<file path="config.mk">
export PLATFORM = sky130hd
export DESIGN_NAME = wb_master_if
export DESIGN_NICKNAME = d
export VERILOG_FILES = /design/src/rtl/wb_master_if.sv
export SDC_FILE = /design/constraint.sdc
export NUM_CORES = 1
export LEC_CHECK = 0
export CORE_ASPECT_RATIO = 1.75
export CORE_MARGIN = 2
export CORE_UTILIZATION = 36
export DETAILED_ROUTE_END_ITERATION = 8
export PLACE_DENSITY = 0.77
export SETUP_SLACK_MARGIN = 0.1
export SYNTH_ARGS = -nofsm -noshare
export SYNTH_HDL_FRONTEND = slang
export SYNTH_SLANG_ARGS = --single-unit
</file>
<file path="constraint.sdc">
create_clock -name clk -period 1.48 [get_ports clk]
set_input_delay 0.444 -clock clk [delete_from_list [all_inputs] [get_ports clk]]
set_output_delay 0.444 -clock clk [all_outputs]
set_load 0.03 [all_outputs]
</file>
<file path="src/rtl/wb_master_if.sv">
// wb_master_if: Wishbone classic master for the CPU data port.
// Converts a one-cycle CPU load/store request into a single Wishbone
// read or write cycle, then reports completion status and read data.
// Optional watchdog: define WB_MASTER_TIMEOUT_EN to bound how long
// wbm_cyc_o may stay asserted without ack/err.
module wb_master_if #(
  parameter int ADDR_BITS      = 16,
  parameter int TIMEOUT_CYCLES = 255
) (
  input  logic                 clk,
  input  logic                 rst_n,
  // CPU side
  input  logic                 cpu_req_i,
  input  logic                 cpu_we_i,
  input  logic [ADDR_BITS-1:0] cpu_addr_i,
  input  logic [3:0]           cpu_sel_i,
  input  logic [31:0]          cpu_data_i,
  output logic                 cpu_busy_o,
  output logic                 cpu_done_o,
  output logic                 cpu_err_o,
  output logic [31:0]          cpu_data_o,
  // Wishbone side
  output logic                 wbm_cyc_o,
  output logic                 wbm_stb_o,
  output logic [ADDR_BITS-3:0] wbm_addr_o,
  output logic [3:0]           wbm_sel_o,
  output logic                 wbm_we_o,
  output logic [31:0]          wbm_data_o,
  input  logic [31:0]          wbm_data_i,
  input  logic                 wbm_ack_i,
  input  logic                 wbm_err_i
);

  localparam int WA = ADDR_BITS - 2;

  // Watchdog limit must fit the 8-bit counter.
  if (TIMEOUT_CYCLES < 1 || TIMEOUT_CYCLES > 255) begin : g_bad_timeout
    $error("wb_master_if: TIMEOUT_CYCLES must be within 1..255");
  end

  typedef enum logic [1:0] {
    IDLE = 2'd0,
    BUS  = 2'd1,
    DONE = 2'd2
  } state_e;

  // Request fields latched on acceptance and driven onto the bus.
  typedef struct packed {
    logic [WA-1:0] addr;
    logic [3:0]    sel;
    logic          we;
    logic [31:0]   data;
  } wb_req_t;

  state_e      state_q, state_d;
  wb_req_t     req_q, req_d;
  logic        cyc_q, cyc_d;
  logic        busy_q, busy_d;
  logic        done_q, done_d;
  logic        err_q, err_d;
  logic [31:0] rdata_q, rdata_d;
  logic        timeout;

  // Byte offset within the word is not carried on the bus.
  logic        unused_addr_lsb;
  assign unused_addr_lsb = ^cpu_addr_i[1:0];

`ifdef WB_MASTER_TIMEOUT_EN
  localparam logic [7:0] TO_LIM = 8'(TIMEOUT_CYCLES);
  logic [7:0] cnt_q, cnt_d;
  // Counter holds the number of silent BUS cycles already spent; the
  // cycle that sees it equal to the limit is the last one allowed.
  assign timeout = (cnt_q == TO_LIM);
`else
  assign timeout = 1'b0;
`endif

  // Next-state and registered-output computation.
  always_comb begin
    state_d = state_q;
    req_d   = req_q;
    cyc_d   = cyc_q;
    busy_d  = busy_q;
    done_d  = 1'b0;
    err_d   = err_q;
    rdata_d = rdata_q;
`ifdef WB_MASTER_TIMEOUT_EN
    cnt_d   = cnt_q;
`endif
    case (state_q)
      IDLE: begin
        if (cpu_req_i) begin
          req_d   = '{addr: cpu_addr_i[ADDR_BITS-1:2], sel: cpu_sel_i,
                      we: cpu_we_i, data: cpu_data_i};
          cyc_d   = 1'b1;
          busy_d  = 1'b1;
          state_d = BUS;
`ifdef WB_MASTER_TIMEOUT_EN
          cnt_d   = 8'd0;
`endif
        end
      end
      BUS: begin
        // Err has priority over a simultaneous ack.
        if (wbm_err_i) begin
          err_d   = 1'b1;
          cyc_d   = 1'b0;
          done_d  = 1'b1;
          state_d = DONE;
        end else if (wbm_ack_i) begin
          err_d   = 1'b0;
          if (!req_q.we) rdata_d = wbm_data_i;
          cyc_d   = 1'b0;
          done_d  = 1'b1;
          state_d = DONE;
        end else if (timeout) begin
          err_d   = 1'b1;
          cyc_d   = 1'b0;
          done_d  = 1'b1;
          state_d = DONE;
        end else begin
`ifdef WB_MASTER_TIMEOUT_EN
          cnt_d   = cnt_q + 8'd1;
`endif
        end
      end
      DONE: begin
        // One turnaround cycle; requests here are dropped.
        busy_d  = 1'b0;
        state_d = IDLE;
      end
      default: begin
        cyc_d   = 1'b0;
        busy_d  = 1'b0;
        state_d = IDLE;
      end
    endcase
  end

  // State and output registers; reset kills any cycle in flight.
  always_ff @(posedge clk or negedge rst_n) begin
    if (!rst_n) begin
      state_q <= IDLE;
      req_q   <= '0;
      cyc_q   <= 1'b0;
      busy_q  <= 1'b0;
      done_q  <= 1'b0;
      err_q   <= 1'b0;
      rdata_q <= '0;
`ifdef WB_MASTER_TIMEOUT_EN
      cnt_q   <= 8'd0;
`endif
    end else begin
      state_q <= state_d;
      req_q   <= req_d;
      cyc_q   <= cyc_d;
      busy_q  <= busy_d;
      done_q  <= done_d;
      err_q   <= err_d;
      rdata_q <= rdata_d;
`ifdef WB_MASTER_TIMEOUT_EN
      cnt_q   <= cnt_d;
`endif
    end
  end

  assign cpu_busy_o = busy_q;
  assign cpu_done_o = done_q;
  assign cpu_err_o  = err_q;
  assign cpu_data_o = rdata_q;
  assign wbm_cyc_o  = cyc_q;
  assign wbm_stb_o  = cyc_q;
  assign wbm_addr_o = req_q.addr;
  assign wbm_sel_o  = req_q.sel;
  assign wbm_we_o   = req_q.we;
  assign wbm_data_o = req_q.data;

endmodule

</file>
==> flow_summary.ini, run 1 <==
[clock_network]
cts.htree.levels = 3
clk_latency_ns = 0.34
clkTransAtPathRegs_ns = 0.06
clkSinkCount = 89
cts_buffer_depth = 2
cts_buffers = 9
cts_tree = built
ctsRootBufferMaster = clkbuf_16

[logic_synthesis]
ys_seq_area_frac = 0.640
synthArstFlopShare = 1.00
yosys-top-cells-count = 89 x dfrtp_1, 53 x mux2_2, 30 x mux2_4
avgSynthCellArea_um2 = 17.7
yosysWarnings = 0
synth-main-ff-cell = dfrtp_1
synthesis.nets = 287
synth_edf_count = 0
ys_ff_latch = 89
ys_top_cells_by_area = dfrtp_1 64%, mux2_2 17%, mux2_4 13%
synth.distinct_cells = 19
yosysMostFrequentCell = dfrtp_1
synth.largest_area_cell = dfrtp_1
synth_top_area_frac = 0.640
postSynthCellCount = 197
syn_area_mm2 = 0.00348

[run_status]
violations = setup timing
status = finished, violations left

[power]
powerDensity_mw_per_mm2 = 1930
leakage_nw = 2.90
vdd_ir_drop_max_mv = 0.877
finalPower_mw = 11.5

[place]
place_inst = 493
port-buffer-count = 175
dpl.hpwl_um = 6200
gp_congestion = 0.752

[routing]
vias = 2488
drc = 0
drt-pass1-iter-count = 4
wl_um = 9870
antenna_left = 0
viasPerCell = 4.68
drt-initial-drc-count = 58
drt-wirelength-per-cell_um = 18.5

[floorplanning]
die-area_mm2 = 0.0105
start_util = 0.370
io_pins = 178
core_area_mm2 = 0.00941
die_w_um = 78.3
chipHeight_um = 134
rows = 47

[cells_and_area]
fin_util = 0.636
drive_above_1_share = 0.544
fin_nets = 495
layout.cells.non_filler = 532
nFillCells = 744
areaGrowthSynthToFinish_pct = 71.8
diodes = 0

[grt]
grt_antenna_before_repair = 0
grt_pass1_vias = 2707
track_usage = 0.182
grt_overflow = 0
grt_max_degree = 90
grt_pass1_wl_um = 14300

[timing]
setup_slack_ns = -0.167
hold_viol = 0
setup_viol = 83
grt_setup_unrepaired = true
tightest_slew_ns = 0.463
report.final.slew_viol_count = 0
maxSlewHeadroom = 0.691
post-route-period-util = 1.11
fin_crit_ns = 1.65
fmax_mhz = 607
skew_ns = 0.00537

[critical_path]
critPathArrivalTime_ns = 1.87
crit_required_ns = 1.70
critPathLaunchType = flip-flop
critical_path_peak_fanout = 8
rrSetupSlack_ns = -0.17
cp-end-kind = flip-flop
worstSetupPathType = reg2reg

[run]
drv_cap = 0

[worst_hold_path]
holdCritPathClass = in2async
## flip-flops by register name, indices dropped and copies added (netlist names)
name        cells
wbm_we_o        1
cpu_busy_o      1
wbm_addr_o     14
wbm_cyc_o       1
wbm_sel_o       4
wbm_data_o     32
cpu_err_o       1
state_q         2
cpu_data_o     32
cpu_done_o      1
## worst max-delay path: stages, from the launching register on
cell and delay [ns]:
dfrtp_1 0.40, nand3b_1 0.19, or3_4 0.45, buf_16 0.19, mux2_4 0.30
## timing repair
action | in CTS | in global routing
buffers inserted | 7 | 6
hold endpoints to repair | 0 | 0
gates resized for setup | 249 | 59
hold buffers | 0 | 0
endpoints found under the setup margin | 133 | 92
pin swaps | 3 | 2
cloned | 8 | 2
## path summary, 6_finish.rpt
kind	from	to	cells past startpoint
worst max-delay path	state_q[1]	cpu_data_o[18]	4
worst min-delay path	rst_n	wbm_sel_o[2]	2
worst max register to register	state_q[1]	cpu_data_o[18]	4
worst min register to register	cpu_busy_o	cpu_busy_o	1
max in group asynchronous	rst_n	wbm_cyc_o	2
min in group clk	cpu_busy_o	cpu_busy_o	1
## report_power, final
group | switching [mW] | leakage [nW] | total (mW) | internal (mW)
sequential | 0.538 | 1.05 | 3.89 | 3.35
clock | 0.899 | 0.135 | 2.08 | 1.18
combinational | 2.91 | 1.71 | 5.58 | 2.66
total | 4.35 | 2.90 | 11.5 | 7.19
## cell usage in the layout (no fill, tap or decap)
cell type	Yosys	layout
nor3b_1	2	2
dfrtp_1	89	88
buf_2	5	45
mux2i_1	1	1
buf_16	0	8
a21o_1	1	1
a32o_1	1	1
buf_12	3	8
dfrtp_2	0	1
nand3b_1	1	1
clkinv_2	0	3
clkinv_4	0	1
mux2_4	30	75
o21ai_0	1	1
clkdlybuf4s50_1	0	84
clkinvlp_4	0	1
mux2_2	53	8
a21oi_1	1	1
nand3_1	1	1
clkbuf_16	0	11
inv_1	1	1
or3_4	0	1
buf_6	1	12
buf_4	2	47
dlygate4sd2_1	0	2
nor2_1	2	2
nor3b_4	0	1
clkbuf_8	0	1
clkbuf_1	0	1
## cell families after synthesis
group / share of synthesized area
AOI/OAI and AO/OA: 0.00791
muxes: 0.304
buffers and inverters: 0.0331
and+or+nand+nor: 0.0155
DFF: 0.640
## per-stage QoR
stage	hold WS (ns)	instance area (um^2)	setup TNS, ns	setup WS, ns
global route	0.185	5980	-13.86	-0.213
detailed placement	0.487	5310	-46.59	-0.674
finish	0.142	5980	-10.20	-0.167
global placement	0.472	5310	-44.75	-0.654
CTS	0.159	5690	-11.60	-0.197
floorplan	0.148	3490	-5.41	-0.109
## routing by layer
| metal | vias up | global-route usage | wire length, um |
|---|---|---|---|
| li1 | 1111 | - | - |
| met1 | 1237 | 0.186 | 3510 |
| met2 | 115 | 0.330 | 5480 |
| met3 | 25 | 0.0384 | 497 |
| met4 | 0 | 0.114 | 378 |
| met5 | - | 0 | 0 |
## area by class of cell
type                            instances  area (um^2)  share of cell area
Clock buffer                           11          243              0.0406
Tap cell                              122          153              0.0255
Sequential cell                        89         2230               0.373
Timing Repair Buffer                  208         2000               0.335
Multi-Input combinational cell         96         1320               0.221
Clock inverter                          5         31.3             0.00523
Inverter                                1         3.75            0.000628
Note: power is estimated with default switching activity, not from simulation.
==> run 2, diff against run 1 <==
--- a/config.mk
+++ b/config.mk
@@ -9,6 +9,7 @@
 export CORE_MARGIN = 2
 export CORE_UTILIZATION = 36
 export DETAILED_ROUTE_END_ITERATION = 8
+export GPL_TIMING_DRIVEN = 1
 export PLACE_DENSITY = 0.77
 export SETUP_SLACK_MARGIN = 0.1
 export SYNTH_ARGS = -nofsm -noshare
==> constraint.sdc (replaced) <==
create_clock -name clk -period 1.48 [get_ports clk]
set_input_delay 0.444 -clock clk [delete_from_list [all_inputs] [get_ports clk]]
set_output_delay 0.444 -clock clk [all_outputs]
set_load 0.05 [all_outputs]
==> run 2 against run 1 <==
Sequential share of layout area is 7.4 points lower. Largest power group unchanged. Clock skew is 0.00070 ns higher. Final area increased by 25%. Maximum frequency decreased by 2.6%. Clock power up 20%. Critical endpoint unchanged. First-iteration DRC count increased by 3.4%. Power increased by 47%. Combinational power increased by 79%. The run still ends with setup timing left. Register-to-register slack got worse by 0.04 ns.
==> flow_summary.ini, run 2 (synthesis results as in run 1) <==
[floorplanning]
start_util = 0.370
rows = 47
chipHeight_um = 134
die-area_mm2 = 0.0105
core_area_mm2 = 0.00941
die_w_um = 78.3
io_pins = 178

[clock_network]
ctsRootBufferMaster = clkbuf_16
cts_tree = built
clkTransAtPathRegs_ns = 0.07
ctsHoldBuffers = 0
clkSinkCount = 89
cts.htree.levels = 3
cts_buffer_depth = 2
cts_buffers = 9
clk_latency_ns = 0.33

[run]
drv_cap = 0

[cells_and_area]
fin_nets = 524
diodes = 0
layout_commonest_cell = buf_12
drive_above_1_share = 0.579
areaGrowthSynthToFinish_pct = 114
nFillCells = 516
final_cell_mix = 97 x buf_12, 87 x dfrtp_1, 83 x clkdlybuf4s50_1
layout.cells.non_filler = 561

[timing]
setup_viol = 83
tightest_slew_ns = 0.468
report.final.slew_viol_count = 0
skew_ns = 0.00607
post-route-period-util = 1.14
grt_setup_unrepaired = true
hold_viol = 0
setup_slack_ns = -0.211
setup-tns-final_ns = -10.52
fin_crit_ns = 1.69
fmax_mhz = 591
maxSlewHeadroom = 0.688

[power]
powerDensity_mw_per_mm2 = 2270
p_int_mw = 10.4
power_switching_mw = 6.56
swShare = 0.388
vdd_ir_drop_max_mv = 1.28
leakage_nw = 3.52
combPwrFrac = 0.592
pwr-share-seq = 0.260
clkPwrFrac = 0.147

[routing]
drt-pass1-iter-count = 4
antenna_left = 0
wl_um = 11000
viasPerCell = 4.68
vias = 2627
drt-initial-drc-count = 60
drt-wirelength-per-cell_um = 19.6
drc = 0

[grt]
grt_antenna_before_repair = 0
grt_overflow = 0
track_usage = 0.206
grt_max_degree = 90
grt_pass1_wl_um = 16300
grt_pass1_vias = 2993

[run_status]
status = finished, violations left
violations = setup timing

[worst_hold_path]
holdCritPathClass = in2async

[critical_path]
critPathArrivalTime_ns = 1.90
critical_path_peak_fanout = 8
critPathLaunchType = flip-flop
crit_required_ns = 1.69
worstSetupPathType = reg2reg
cp-end-kind = flip-flop

[place]
gp_congestion = 0.709
port-buffer-count = 175
dpl.hpwl_um = 6810
place_inst = 493
==> run 2: cell types whose count changed in the layout (fill, tap and decap cells not counted), moves of 2 or more <==
| cell | change |
|---|---|
| buf_12 | +89 |
| buf_16 | -3 |
| buf_2 | -45 |
| buf_4 | -13 |
| buf_8 | +2 |
| bufinv_16 | +2 |
| clkinv_2 | -2 |
| inv_6 | +4 |
| mux2_2 | -6 |
| mux2_4 | +6 |
==> run 2: layout make-up <==
cell class | count | area (um^2) | share of cell area
clock inverter | 7 | 100 | 0.0134
tap | 122 | 153 | 0.0205
timing repair buffer | 237 | 3400 | 0.456
inverter | 1 | 3.75 | 0.000503
clock buffer | 9 | 225 | 0.0302
multi-input combinational | 96 | 1340 | 0.180
sequential | 89 | 2230 | 0.299
==> run 2: timing repair <==
item                       in CTS  in global routing
resized for setup              27                 58
setup buffers                  17                 28
pin swaps                       3                  3
cloned                         10                  1
setup endpoints to repair      90                147
==> run 2: metal layers <==
metal | up-vias | track usage | part of all wire
met4 | 0 | 0.0760 | 0.025
met3 | 21 | 0.0505 | 0.050
met1 | 1329 | 0.219 | 0.34
met2 | 111 | 0.387 | 0.58
met5 | - | 0 | 0
li1 | 1166 | - | -
==> run 2: final timing paths <==
kind	slack [ns]	depth (start not counted)	from	to
min in group clk	0.54	1	cpu_busy_o	cpu_busy_o
hold / removal	0.15	2	rst_n	cpu_data_o[6]
max in group asynchronous	0.97	2	rst_n	wbm_we_o
setup / recovery	-0.21	5	state_q[1]	cpu_data_o[18]
setup reg to reg	-0.21	5	state_q[1]	cpu_data_o[18]
hold reg to reg	0.54	1	cpu_busy_o	cpu_busy_o
==> run 2: worst max-delay path, stage by stage, from the launching register on <==
cell and delay, ns:
dfrtp_1 0.39, nand3b_1 0.19, or3_4 0.39, buf_12 0.15, buf_12 0.14, mux2_4 0.30
==> run 2: stage by stage <==
step / setup WS [ns] / hold slack, ns / cell area [um^2] / utilization / power, mW
final: -0.211 / 0.150 / 7460 / 0.792 / 16.9
after global routing: -0.240 / 0.189 / 7460 / 0.792 / 17.5
after CTS: -0.205 / 0.168 / 7070 / 0.752 / 16.3
after detailed placement: -0.683 / 0.529 / 6270 / 0.667 / 13.4
after global placement: -0.655 / 0.520 / 6270 / 0.667 / 13.2
after floorplan: -0.109 / 0.148 / 3490 / - / 8.34
==> run 2: power by group through the flow <==
stage / sequential, mW / combinational (mW) / clock (mW)
5_1_grt: 4.52 / 10.3 / 2.66
6_report: 4.40 / 10.0 / 2.49
3_5_place_dp: 4.43 / 8.93 / 0
3_3_place_gp: 4.37 / 8.81 / 0
2_1_floorplan: 7.06 / 1.28 / 0
4_1_cts: 4.40 / 9.35 / 2.54
